--- config.mk ---
export PLATFORM = sky130hd
export DESIGN_NAME = dmem_arbiter_flat
export DESIGN_NICKNAME = d
export VERILOG_FILES = /design/src/rtl/dmem_arbiter_if.sv /design/src/rtl/dmem_arbiter.sv /design/src/flat_wrapper.sv
export SDC_FILE = /design/constraint.sdc
export NUM_CORES = 1
export LEC_CHECK = 0
export CORE_MARGIN = 5
export CORE_UTILIZATION = 44
export DETAILED_ROUTE_END_ITERATION = 8
export GPL_TIMING_DRIVEN = 0
export PLACE_DENSITY = 0.88
export SYNTH_ARGS = -nofsm -noshare
export SYNTH_HDL_FRONTEND = slang
export SYNTH_SLANG_ARGS = --single-unit
--- constraint.sdc ---
create_clock -name CLK -period 2.46 [get_ports CLK]
set_input_delay 0.492 -clock CLK [delete_from_list [all_inputs] [get_ports CLK]]
set_output_delay 0.492 -clock CLK [all_outputs]
set_load 0.02 [all_outputs]
--- src/rtl/dmem_arbiter_if.sv ---
// Bundle of the core load/store port, the host burst port and the data_mem port
// around the data memory arbiter.
interface dmem_arbiter_if #(
    parameter int AW = 8,
    parameter int DW = 8,
    parameter int LW = 4
);
    logic          core_req;
    logic          core_we;
    logic [AW-1:0] core_addr;
    logic [DW-1:0] core_wdata;
    logic          core_stall;
    logic [DW-1:0] core_rdata;
    logic          core_rvalid;

    logic          host_req;
    logic          host_we;
    logic [AW-1:0] host_addr;
    logic [LW-1:0] host_len;
    logic          host_gnt;
    logic [DW-1:0] host_wdata;
    logic          host_wvalid;
    logic          host_wready;
    logic [DW-1:0] host_rdata;
    logic          host_rvalid;
    logic          host_busy;

    logic [AW-1:0] mem_addr;
    logic [DW-1:0] mem_wdata;
    logic          mem_rd;
    logic          mem_wr;
    logic [DW-1:0] mem_rdata;

    // Arbiter side
    modport master (
        input  core_req, core_we, core_addr, core_wdata,
        output core_stall, core_rdata, core_rvalid,
        input  host_req, host_we, host_addr, host_len, host_wdata, host_wvalid,
        output host_gnt, host_wready, host_rdata, host_rvalid, host_busy,
        output mem_addr, mem_wdata, mem_rd, mem_wr,
        input  mem_rdata
    );

    // Requester / memory side
    modport slave (
        output core_req, core_we, core_addr, core_wdata,
        input  core_stall, core_rdata, core_rvalid,
        output host_req, host_we, host_addr, host_len, host_wdata, host_wvalid,
        input  host_gnt, host_wready, host_rdata, host_rvalid, host_busy,
        input  mem_addr, mem_wdata, mem_rd, mem_wr,
        output mem_rdata
    );
endinterface

--- src/rtl/dmem_arbiter.sv ---
// Single-port data memory arbiter: core single-beat accesses with priority,
// host bursts of 1..16 beats with a starvation guard forcing a host grant.
module dmem_arbiter #(
    parameter int AW           = 8,
    parameter int DW           = 8,
    parameter int LW           = 4,
    parameter int STARVE_LIMIT = 8
) (
    input  logic           CLK,
    input  logic           RST_N,
    dmem_arbiter_if.master bus
);
    localparam int SW = $clog2(STARVE_LIMIT + 1);

    typedef enum logic [1:0] {IDLE, BURST_RD, BURST_WR} state_t;

    state_t        state_reg, state_next;
    logic [SW-1:0] starve_reg, starve_next;
    logic [LW-1:0] beat_idx_reg, beat_idx_next;
    logic [LW-1:0] len_reg, len_next;
    logic [AW-1:0] base_reg, base_next;
    logic [DW-1:0] core_rdata_reg, host_rdata_reg;
    logic          core_rvalid_reg, host_rvalid_reg;
    logic          core_load, host_rd_beat;
    logic [AW-1:0] burst_addr;

    assign burst_addr = base_reg + AW'(beat_idx_reg);

    always_ff @(posedge CLK or negedge RST_N) begin
        if (!RST_N) begin
            state_reg       <= IDLE;
            starve_reg      <= '0;
            beat_idx_reg    <= '0;
            len_reg         <= '0;
            base_reg        <= '0;
            core_rdata_reg  <= '0;
            host_rdata_reg  <= '0;
            core_rvalid_reg <= 1'b0;
            host_rvalid_reg <= 1'b0;
        end else begin
            state_reg       <= state_next;
            starve_reg      <= starve_next;
            beat_idx_reg    <= beat_idx_next;
            len_reg         <= len_next;
            base_reg        <= base_next;
            core_rvalid_reg <= core_load;
            host_rvalid_reg <= host_rd_beat;
            if (core_load)
                core_rdata_reg <= bus.mem_rdata;
            if (host_rd_beat)
                host_rdata_reg <= bus.mem_rdata;
        end
    end

    always_comb begin
        state_next      = state_reg;
        starve_next     = starve_reg;
        beat_idx_next   = beat_idx_reg;
        len_next        = len_reg;
        base_next       = base_reg;
        core_load       = 1'b0;
        host_rd_beat    = 1'b0;
        bus.core_stall  = bus.core_req;
        bus.host_gnt    = 1'b0;
        bus.host_wready = 1'b0;
        bus.mem_addr    = '0;
        bus.mem_wdata   = '0;
        bus.mem_rd      = 1'b0;
        bus.mem_wr      = 1'b0;

        case (state_reg)
            IDLE: begin
                // RST_N gates the combinational paths so nothing reaches memory while in reset
                if (RST_N) begin
                    if (bus.host_req && (!bus.core_req || starve_reg == SW'(STARVE_LIMIT))) begin
                        bus.host_gnt  = 1'b1;
                        base_next     = bus.host_addr;
                        len_next      = bus.host_len;
                        beat_idx_next = '0;
                        starve_next   = '0;
                        state_next    = bus.host_we ? BURST_WR : BURST_RD;
                    end else begin
                        if (!bus.host_req)
                            starve_next = '0;
                        else if (starve_reg != SW'(STARVE_LIMIT))
                            starve_next = starve_reg + SW'(1);
                        if (bus.core_req) begin
                            bus.core_stall = 1'b0;
                            bus.mem_addr   = bus.core_addr;
                            bus.mem_wdata  = bus.core_wdata;
                            bus.mem_rd     = !bus.core_we;
                            bus.mem_wr     = bus.core_we;
                            core_load      = !bus.core_we;
                        end
                    end
                end
            end
            BURST_RD: begin
                bus.mem_rd   = 1'b1;
                bus.mem_addr = burst_addr;
                host_rd_beat = 1'b1;
                if (beat_idx_reg == len_reg)
                    state_next = IDLE;
                else
                    beat_idx_next = beat_idx_reg + LW'(1);
            end
            BURST_WR: begin
                bus.host_wready = 1'b1;
                bus.mem_wr      = bus.host_wvalid;
                bus.mem_addr    = burst_addr;
                bus.mem_wdata   = bus.host_wdata;
                // Write bubbles simply hold the beat index
                if (bus.host_wvalid) begin
                    if (beat_idx_reg == len_reg)
                        state_next = IDLE;
                    else
                        beat_idx_next = beat_idx_reg + LW'(1);
                end
            end
            default: state_next = IDLE;
        endcase
    end

    assign bus.core_rdata  = core_rdata_reg;
    assign bus.core_rvalid = core_rvalid_reg;
    assign bus.host_rdata  = host_rdata_reg;
    assign bus.host_rvalid = host_rvalid_reg;
    assign bus.host_busy   = (state_reg != IDLE);
endmodule

--- src/flat_wrapper.sv ---
// flat-port wrapper written by rule: the top's interface ports become plain ports
module dmem_arbiter_flat 
#(
    parameter int AW           = 8,
    parameter int DW           = 8,
    parameter int LW           = 4,
    parameter int STARVE_LIMIT = 8
)
  (CLK, RST_N, bus_core_req, bus_core_we, bus_core_addr, bus_core_wdata, bus_core_stall, bus_core_rdata, bus_core_rvalid, bus_host_req, bus_host_we, bus_host_addr, bus_host_len, bus_host_wdata, bus_host_wvalid, bus_host_gnt, bus_host_wready, bus_host_rdata, bus_host_rvalid, bus_host_busy, bus_mem_addr, bus_mem_wdata, bus_mem_rd, bus_mem_wr, bus_mem_rdata);
  dmem_arbiter_if #(.AW(AW), .DW(DW), .LW(LW)) bus_i ();
  input  logic CLK;
  input  logic RST_N;
  input wire logic [$bits(bus_i.core_req)-1:0] bus_core_req;
  input wire logic [$bits(bus_i.core_we)-1:0] bus_core_we;
  input wire logic [$bits(bus_i.core_addr)-1:0] bus_core_addr;
  input wire logic [$bits(bus_i.core_wdata)-1:0] bus_core_wdata;
  output wire logic [$bits(bus_i.core_stall)-1:0] bus_core_stall;
  output wire logic [$bits(bus_i.core_rdata)-1:0] bus_core_rdata;
  output wire logic [$bits(bus_i.core_rvalid)-1:0] bus_core_rvalid;
  input wire logic [$bits(bus_i.host_req)-1:0] bus_host_req;
  input wire logic [$bits(bus_i.host_we)-1:0] bus_host_we;
  input wire logic [$bits(bus_i.host_addr)-1:0] bus_host_addr;
  input wire logic [$bits(bus_i.host_len)-1:0] bus_host_len;
  input wire logic [$bits(bus_i.host_wdata)-1:0] bus_host_wdata;
  input wire logic [$bits(bus_i.host_wvalid)-1:0] bus_host_wvalid;
  output wire logic [$bits(bus_i.host_gnt)-1:0] bus_host_gnt;
  output wire logic [$bits(bus_i.host_wready)-1:0] bus_host_wready;
  output wire logic [$bits(bus_i.host_rdata)-1:0] bus_host_rdata;
  output wire logic [$bits(bus_i.host_rvalid)-1:0] bus_host_rvalid;
  output wire logic [$bits(bus_i.host_busy)-1:0] bus_host_busy;
  output wire logic [$bits(bus_i.mem_addr)-1:0] bus_mem_addr;
  output wire logic [$bits(bus_i.mem_wdata)-1:0] bus_mem_wdata;
  output wire logic [$bits(bus_i.mem_rd)-1:0] bus_mem_rd;
  output wire logic [$bits(bus_i.mem_wr)-1:0] bus_mem_wr;
  input wire logic [$bits(bus_i.mem_rdata)-1:0] bus_mem_rdata;
  assign bus_i.core_req = bus_core_req;
  assign bus_i.core_we = bus_core_we;
  assign bus_i.core_addr = bus_core_addr;
  assign bus_i.core_wdata = bus_core_wdata;
  assign bus_core_stall = bus_i.core_stall;
  assign bus_core_rdata = bus_i.core_rdata;
  assign bus_core_rvalid = bus_i.core_rvalid;
  assign bus_i.host_req = bus_host_req;
  assign bus_i.host_we = bus_host_we;
  assign bus_i.host_addr = bus_host_addr;
  assign bus_i.host_len = bus_host_len;
  assign bus_i.host_wdata = bus_host_wdata;
  assign bus_i.host_wvalid = bus_host_wvalid;
  assign bus_host_gnt = bus_i.host_gnt;
  assign bus_host_wready = bus_i.host_wready;
  assign bus_host_rdata = bus_i.host_rdata;
  assign bus_host_rvalid = bus_i.host_rvalid;
  assign bus_host_busy = bus_i.host_busy;
  assign bus_mem_addr = bus_i.mem_addr;
  assign bus_mem_wdata = bus_i.mem_wdata;
  assign bus_mem_rd = bus_i.mem_rd;
  assign bus_mem_wr = bus_i.mem_wr;
  assign bus_i.mem_rdata = bus_mem_rdata;
  dmem_arbiter #(.AW(AW), .DW(DW), .LW(LW), .STARVE_LIMIT(STARVE_LIMIT)) u_core (.CLK(CLK), .RST_N(RST_N), .bus(bus_i));
endmodule
==> metrics.md <==
| Metric | Value |
|---|---|
| Status | complete, but fails checks |
| Failing checks | setup timing |
| Gate power share | 0.631 |
| Syn nets | approximately 270 |
| CP arrival | between 2 and 2.5 ns |
| Largest net degree at the start of global routing | 39 |
| WL/cell | about 18 microns |
| P_int | 0.00271 W |
| Synth warnings | 0 |
| Psw | 0.00202 W |
| Total GRT Usage | 0.205 |
| ANT cells | 0 |
| Max FO, Critical Path | 3 |
| Final hold violation count | 0 |
| Worst Skew | 0.00565 ns |
| Async SR Flop Fraction | 1.00 |
| Leak Pwr | between 1.5 and 2 nW |
| Starting Density | 0.451 |
| Post-Synthesis Mean Instance Area | 11.1 sq um |
| CTS clk-pin slew, worst paths | around 0.08 ns |
| #FFs+latches synth | 40 |
| Worst r2r path cells | 7 |
| Core region area | 0.00511 sq mm |
| Die span in x | slightly above 80 microns |
| Top Ports | 91 |
| CP max stage cell | dfrtp_2 |
| Wl on met1 | between 2000 and 3000 microns |
| Root buf cell | clkbuf_8 |
| Setup violators final | 5 |
| Placed Area | around 0.0033 sq mm |
| Post-layout instance area | roughly 0.0038 sq mm |
| Maximum VDD drop | about 670 uV |
| Final Non-Filler Cells | a little over 400 |
| Mapped cell area | 0.00231 sq mm |
| Routed length on met2 | a little under 4000 microns |
| Syn Inst Count | slightly above 200 |
| Most frequent cells in the layout | clkdlybuf4s50_1 (67), buf_4 (38), dfrtp_1 (37) |
| Clock power frac | 0.114 |
| Slew HR | 0.591 |
| Min Tclk post-route | about 2.6 ns |
| Clock sinks | 40 |
| First-pass GRT wire length | roughly 11000 microns |
| Cell count after placement | between 300 and 400 |
| PortBufs | 90 |
| Fmax | about 390 MHz |
| PwrDens | between 1000 and 1500 mW/mm^2 |
| Fin crit share | 1.04 |
| Die Span Y | a little over 80 microns |
| Synth top area cells | dfrtp_1 (43%), mux2_2 (14%), ha_1 (6.5%) |
| Commonest non-fill, non-tap cell in the layout | clkdlybuf4s50_1 |
| Area growth syn-to-layout | 63.9% |
| Synth top area share | 0.434 |
| Antenna violations before repair | 0 |
| Slew @ Worst Pin | between 0.6 and 0.7 ns |
| Slowest stage delay, CP | approximately 0.44 ns |
| Type of origin of the critical path | flop |
| Type of the worst min-delay path | input port to asynchronous set/reset pin |
| Gr ovfl total | 0 |
| Yosys cell types | 48 |
| Bufs on Longest Clock Path | 2 |
| Via Count | 2229 |
| Critical Path RT | around 2 ns |
| Vias in the first global route | between 2000 and 2500 |
| # DRC | 0 |
| DRT iter0 DRCs | between 100 and 150 |
| Critical path depth | 7 |
| Synth area leader | dfrtp_1 |
| Post-synthesis sequential area ratio | 0.434 |
| Worst Setup End Kind | primary output |
| Pre-Repair DR Iteration Count | 4 |
| Metal3 WL | 649 microns |
| H-tree level count | 2 |
| Layout Utilization | 0.740 |
| TritonCTS clock tree | done |
| Post-synth top flop | dfrtp_1 |
| Highest routed layer | met4 |
| Setup CP Type | flop to primary output |
| CP top delay family | compound AO/OA/AOI/OAI gates |
| Setup slack after layout | -0.0934 ns |
| Crit path buf inv count | 1 |
| Rows | 26 |
| Max_cap viols | 0 |
| Worst path cell trace | ha_4 -> fa_2 -> a21o_1 -> a21oi_2 -> o2111ai_1 -> nand3_2 -> buf_6 |
| TritonCTS Buffers | 5 |
| Final wirelength | approximately 7400 microns |
| DP HPWL | around 4700 microns |
| Share of cells above drive strength 1 | 0.363 |
| Vias per cell | about 5.4 |
| Sequential Power Share | 0.255 |
| Die Area | 0.00679 sq mm |
| EDFF count, synth | 0 |
| GPL Wtd Cong | 0.819 |
| RSZ-0062 raised after global routing | true |
| Clock latency on the worst-skew pair | about 0.3 ns |
| # fillers | 328 |
| Final Slew Violations | 0 |
| Final ANT Viol Nets | 0 |
| Switching share of power | 0.427 |
| Layout Nets | ~400 |
[power by group through the flow]
stage                     Sequential, W  Combinational (W)  Clock [W]
after detailed placement        0.00121            0.00255          0
final                           0.00120            0.00298   0.000540
after floorplan                 0.00133            0.00137          0
after global placement          0.00119            0.00248          0
after CTS                       0.00119            0.00269   0.000555
after global routing            0.00125            0.00317   0.000591
[stage by stage]
step	worst slack, ns	setup TNS [ns]	total power, W	hold WS (ns)
finish	-0.0934	-0.233	0.00472	0.191
global route	-0.152	-1.41	0.00501	0.192
CTS	-0.123	-0.241	0.00443	0.00768
detailed placement	-0.990	-15.92	0.00376	0.334
global placement	-2.43	-87.72	0.00367	0.468
floorplan	0.140	0	0.00270	0.196
[final timing paths]
| kind | from | to | slack (ns) |
|---|---|---|---|
| max in group asynchronous | RST_N | u_core.bus.core_rdata[5] | 1.74 |
| setup / recovery | u_core.beat_idx_reg[0] | bus_mem_addr[6] | -0.09 |
| hold reg to reg | u_core.starve_reg[3] | u_core.starve_reg[3] | 0.50 |
| hold / removal | RST_N | u_core.bus.host_rdata[3] | 0.19 |
| min in group CLK | u_core.starve_reg[3] | u_core.starve_reg[3] | 0.50 |
| setup reg to reg | u_core.state_reg[1] | u_core.beat_idx_reg[3] | 0.32 |
[kinds of logic (layout without fill, tap and decap cells)]
logic type                 after synthesis  after routing  share of synthesized area
and+or+nand+nor                         56             56                      0.143
AOI/OAI and AO/OA                       43             43                      0.144
DFF                                     40             40                      0.434
muxes                                   30             30                      0.145
xor gates and xnor gates                 7              7                     0.0266
buffers and inverters                   18            150                     0.0326
adders and majority gates               13             13                     0.0738
[layout make-up]
class,count,area [sq um],share of cell area
plain buffers,7,57.6,0.0152
clock buffers,5,68.8,0.0182
clock inverters,3,42.5,0.0113
inverters,10,37.5,0.00993
multi-input cells,149,1350,0.358
flip-flops and latches,40,1000,0.266
well taps,70,87.6,0.0232
repair buffers,125,1130,0.298
[per-layer routing]
metal / track usage / vias up
met5: 0 / -
met4: 0.0681 / 0
met3: 0.0597 / 14
met2: 0.351 / 107
met1: 0.244 / 1086
li1: - / 1022
[cells in the mapped netlist, drive strengths merged (5+ instances only)]
| cell | count |
|---|---|
| ha | 12 |
| nand2 | 6 |
| buf | 5 |
| nor2 | 8 |
| dfrtp | 40 |
| nand2b | 10 |
| o21ai | 10 |
| inv | 10 |
| nand3 | 12 |
| xor2 | 6 |
| a22o | 10 |
| mux2 | 28 |
[worst reg2reg max path: cells and delay by family, from the launching register on]
family | cells | cell delay (ns)
flip-flops | 1 | 0.43
buffers and inverters | 2 | 0.39
AND/OR/NAND/NOR | 2 | 0.75
AO/OA/AOI/OAI | 2 | 0.31
adder cells (fa/ha/maj) | 1 | 0.19
[repair_timing]
action | CTS | global route
setup buffers | 13 | 17
endpoints found under the setup margin | 20 | 19
endpoints found under the hold margin | 0 | 2
pin swaps | 6 | 8
cloned | 0 | 1
gates resized for setup | 117 | 10
hold buffers | 0 | 3
Power figures use the tool's default switching activity.
